<file path="src/rtl/conv_plane_acc.sv">
// conv_plane_acc: shift-and-add accumulator for the bit-serial PIM conv array.
// Consumes IN_BITS signed per-plane ADC results, MSB plane first, and presents
// the signed dot product on a valid/ready output.
// Optional build macro: CONV_PLANE_ACC_RELU_EN. When it is defined, the result
// register clamps negative dot products to zero. Accumulation is the same in
// both builds.
module conv_plane_acc #(
    parameter int ADC_P   = 8,
    parameter int IN_BITS = 8,
    parameter int ACC_W   = 20
) (
    input  logic             clk,
    input  logic             rst,
    input  logic             start,
    input  logic             in_valid,
    input  logic [ADC_P-1:0] in_data,
    output logic             busy,
    output logic             out_valid,
    input  logic             out_ready,
    output logic [ACC_W-1:0] out_data,
    output logic             drop_err
);

    localparam int CNT_W = $clog2(IN_BITS);
    localparam logic [CNT_W-1:0] LAST_PLANE = CNT_W'(IN_BITS - 1);

    typedef enum logic [1:0] {
        IDLE  = 2'd0,
        ACCUM = 2'd1,
        DONE  = 2'd2
    } state_t;

    state_t                  state, state_next;
    logic signed [ACC_W-1:0] acc, acc_next;
    logic [CNT_W-1:0]        plane_cnt;
    logic                    take, last_take, clear;

    // Sign-extend one ADC plane result to the accumulator width.
    function automatic logic signed [ACC_W-1:0] sext(input logic [ADC_P-1:0] d);
        return {{(ACC_W - ADC_P){d[ADC_P-1]}}, d};
    endfunction

    // One shift-and-add step. The MSB plane carries negative weight in two's
    // complement, so the first plane is subtracted rather than added.
    function automatic logic signed [ACC_W-1:0] plane_step(
        input logic signed [ACC_W-1:0] a,
        input logic [ADC_P-1:0]        d,
        input logic                    first
    );
        if (first) return -sext(d);
        return (a <<< 1) + sext(d);
    endfunction

    // Output shaping applied when the result is captured into out_data.
    function automatic logic signed [ACC_W-1:0] relu(input logic signed [ACC_W-1:0] v);
`ifdef CONV_PLANE_ACC_RELU_EN
        return (v < 0) ? '0 : v;
`else
        return v;
`endif
    endfunction

    assign take      = (state == ACCUM) && in_valid;
    assign last_take = take && (plane_cnt == LAST_PLANE);
    assign clear     = start && ((state == IDLE) || ((state == DONE) && out_ready));
    assign acc_next  = plane_step(acc, in_data, plane_cnt == '0);

    // State register.
    always_ff @(posedge clk or negedge rst) begin
        if (!rst) state <= IDLE;
        else      state <= state_next;
    end

    // Next-state logic; a handshake with start in DONE goes straight back to ACCUM.
    always_comb begin
        state_next = state;
        case (state)
            IDLE:    if (start) state_next = ACCUM;
            ACCUM:   if (last_take) state_next = DONE;
            DONE: begin
                if (out_ready) state_next = start ? ACCUM : IDLE;
            end
            default: state_next = IDLE;
        endcase
    end

    // Registered status outputs and the sticky dropped-plane flag.
    always_ff @(posedge clk or negedge rst) begin
        if (!rst) begin
            busy      <= 1'b0;
            out_valid <= 1'b0;
            drop_err  <= 1'b0;
        end else begin
            busy      <= (state_next == ACCUM);
            out_valid <= (state_next == DONE);
            if (in_valid && (state != ACCUM)) drop_err <= 1'b1;
        end
    end

    // Accumulator, plane counter and result capture; out_data only changes on entry to DONE.
    always_ff @(posedge clk or negedge rst) begin
        if (!rst) begin
            acc       <= '0;
            plane_cnt <= '0;
            out_data  <= '0;
        end else if (clear) begin
            acc       <= '0;
            plane_cnt <= '0;
        end else if (take) begin
            acc <= acc_next;
            if (last_take) begin
                plane_cnt <= '0;
                out_data  <= relu(acc_next);
            end else begin
                plane_cnt <= plane_cnt + CNT_W'(1);
            end
        end
    end

endmodule

</file>
<file path="config.mk">
export PLATFORM = sky130hd
export DESIGN_NAME = conv_plane_acc
export DESIGN_NICKNAME = d
export VERILOG_FILES = /design/src/rtl/conv_plane_acc.sv
export SDC_FILE = /design/constraint.sdc
export NUM_CORES = 1
export LEC_CHECK = 0
export CAP_MARGIN = 20
export CORE_UTILIZATION = 35
export CTS_CLUSTER_SIZE = 12
export DETAILED_ROUTE_END_ITERATION = 6
export GPL_TIMING_DRIVEN = 0
export PLACE_DENSITY_LB_ADDON = 0.12
export SYNTH_ARGS = -nofsm -noshare
export SYNTH_HDL_FRONTEND = slang
export SYNTH_SLANG_ARGS = --single-unit
export TNS_END_PERCENT = 50
</file>
<file path="constraint.sdc">
create_clock -name clk -period 7.42 [get_ports clk]
set_clock_uncertainty 0.15 [all_clocks]
set_input_delay 1.484 -clock clk [delete_from_list [all_inputs] [get_ports clk]]
set_output_delay 1.484 -clock clk [all_outputs]
set_load 0.01 [all_outputs]
</file>
==> results.txt <==
FF-to-FF End -> acc[11]$_DFFE_PN0P_
Mapped Avg Cell Area -> 8.68 sq um
Resized Gates After CTS -> 0
critical path fanouts, max -> 18
setup violators final -> 0
largest family of logic cells by synthesized area -> compound AO/OA/AOI/OAI gates
tightest hold margin -> 0.313 ns
global-route wire length before repair -> 13800 um
Worst R2R Setup Slack -> 4.55 ns
Detail Placement HPWL -> 6310 um
postcts setup bufs -> 0
status -> completed
Clk Latency, worst-skew pair -> 0.30 ns
crit path launch type -> input pin
Worst Hold Endpoint -> drop_err$_DFFE_PN0P_
Core Area -> 0.00838 sq mm
RSZ-0062 raised after global routing -> false
port bufs -> 35
root buffer cell -> clkbuf_8
initial antenna violation count -> 0
register bit count reported by yosys -> 47
slew margin rel. -> 48.2%
slowest stage delay, CP -> 0.81 ns
commonest non-fill, non-tap cell in the layout -> nand2_1
area delta synth->final -> 18.5%
critical path type -> input pin to flip-flop
io pins -> 36
fin area -> 0.00367 sq mm
Cell Chain, Critical Path -> clkdlybuf4s50_1, ha_1, buf_2, nand2_1, o211a_1, nor3_1, o41ai_1, a211oi_1, o21ai_0
slowest CP cell -> clkdlybuf4s50_1
Max VDD drop -> 0.199 mV
post-synthesis adder-cell area fraction -> 10.3%
Least-Margin Pin Slew -> 0.774 ns
H-Tree Depth -> 2
period utilisation layout -> 61.4%
grt total ovfl -> 0
total track usage -> 19.9%
Synth Area in Compound Gates -> 21.4%
simple-gate share of the synthesized area -> 19.0%
MaxCap Viol Count -> 0
Vias/cell -> 5.32
share of cells above drive strength 1 -> 5.76%
synthesized area -> 0.00310 sq mm
Rows -> 33
Yosys top cell area share -> 37.9%
commonest register cell after synthesis -> dfrtp_1
CTS Hold Bufs -> 0
Synth area leaders -> dfrtp_1, ha_1, nand2_1
placer congestion estimate -> 0.833
power per cell area -> 441 mW/mm^2
worst setup margin -> 2.86 ns
Cells after Synth -> 357
Critical Path Sink Type -> flip-flop
setup tns final -> 0 ns
largest net degree at the start of global routing -> 40
Layout Nets -> 438
worst r2r path cells -> 10
Antenna Violating Nets Remaining -> 0
die height -> 96.1 um
highest-count cells in the layout ignoring fill and taps -> nand2_1, dfrtp_1, o21ai_0, clkdlybuf4s50_1, a21oi_1
total CTS buffers -> 5
max frequency -> 219 MHz
Initial Util -> 37.0%
post-synthesis cell type count -> 50
Detailed Routing Iterations Pass 1 -> 5
Clk pin slew, worst setup/hold paths -> 0.08 ns
post-place setup slack -> 2.58 ns
mux cell area share after synthesis -> 2.34%
Post-DP Area -> 0.00360 sq mm
Slew Limit Fails -> 0
# fillers -> 848
vias post-DR -> 2680
ant diodes -> 0
CTS tree -> done
Worst Hold Class -> flip-flop to flip-flop
die area -> 0.00924 sq mm
Post-Syn Nets -> 395
Worst EP required -> 7.44 ns
Post-Synth XOR/XNOR Area -> 5.08%
die width -> 96.1 um
Pleak -> 1.60 nW
Hold Startpoint -> drop_err$_DFFE_PN0P_
# DRC -> 0
Synth Warn # -> 0
cell taking the most area after synthesis -> dfrtp_1
ys async rst share -> 100%
critical path arrival -> 4.57 ns
Final Util -> 43.8%
drt initial violations -> 145
Worst Hold Depth -> 1
reg-to-reg startpoint -> acc[0]$_DFFE_PN0P_
Tmin final -> 4.56 ns
post-synthesis sequential area ratio -> 37.9%
CTS Buffer Depth -> 2
CTS Sinks -> 47
final hold viol count -> 0
WL final -> 8160 um
vias in the first global route -> 2654
EDFF count, synth -> 0
routed len/inst -> 16.2 um
==> area by class of cell <==
cell class / instances / area, sq um / share of cell area (%)
buffer: 18 / 71.3 / 1.94
timing repair buffer: 36 / 365 / 9.95
multi-input combinational: 279 / 1800 / 49.1
tap: 105 / 131 / 3.58
inverter: 13 / 48.8 / 1.33
clock inverter: 1 / 7.51 / 0.204
clock buffer: 5 / 68.8 / 1.87
sequential: 47 / 1180 / 32.0
==> worst max path at each step <==
| stage | from | endpoint | slack (ns) | cells past startpoint |
|---|---|---|---|---|
| finish | in_data[7] | out_data[18]$_DFFE_PN0P_ | 2.86 | 9 |
| global placement | in_data[7] | out_data[15]$_DFFE_PN0P_ | 2.60 | 10 |
| CTS | in_data[7] | out_data[18]$_DFFE_PN0P_ | 2.88 | 9 |
| floorplan | in_data[1] | acc[11]$_DFFE_PN0P_ | 3.87 | 10 |
| global route | in_data[7] | out_data[18]$_DFFE_PN0P_ | 2.57 | 9 |
| detailed placement | in_data[7] | out_data[18]$_DFFE_PN0P_ | 2.58 | 9 |
==> per-stage QoR <==
step	instances	power, W
global placement	497	0.00147
finish	504	0.00162
detailed placement	498	0.00147
global route	504	0.00179
floorplan	357	0.00113
CTS	504	0.00163
==> where the power goes <==
group,total (W),switching [W],internal [W],leakage [nW]
sequential,0.000450,0.0000731,0.000377,0.581
clock,0.000148,0.0000852,0.0000628,0.0361
combinational,0.00102,0.000588,0.000436,0.981
==> kinds of logic (layout without fill, tap and decap cells) <==
logic type	after synthesis	after routing
XOR/XNOR	18	18
adder cells (fa/ha/maj)	25	25
AO/OA/AOI/OAI	103	103
buffers and inverters	31	73
multiplexers	7	7
AND/OR/NAND/NOR	126	126
flip-flops	47	47
==> flip-flops by register name, summed over array words and instances (netlist names) <==
register   flops
plane_cnt      3
drop_err       1
out_valid      1
state          2
out_data      20
acc           19
busy           1
==> synth_stat cells, types with 5 or more instances <==
master     n
inv_1     13
nand3_1    6
nor3_1    10
a21oi_1   28
nor2_1    23
clkbuf_1  15
dfrtp_1   47
ha_1      24
xnor2_1   12
mux2i_1    5
a221o_1    5
o21ai_0   36
xor2_1     6
nand2_1   55
nor2b_1    8
==> critical path, delay by kind of cell <==
family | cells | cell delay (ns)
AO/OA/AOI/OAI | 4 | 0.95
buffers and inverters | 2 | 1.02
AND/OR/NAND/NOR | 2 | 0.60
adder cells (fa/ha/maj) | 1 | 0.50
==> routing by layer <==
| layer | track usage (%) | vias to the layer above | wire length, um |
|---|---|---|---|
| met4 | 4.98 | 0 | 129 |
| met3 | 3.48 | 13 | 349 |
| met1 | 29.8 | 1254 | 4130 |
| li1 | - | 1354 | - |
| met2 | 29.6 | 59 | 3560 |
| met5 | 0 | - | 0 |
Note: power is estimated with default switching activity, not from simulation.
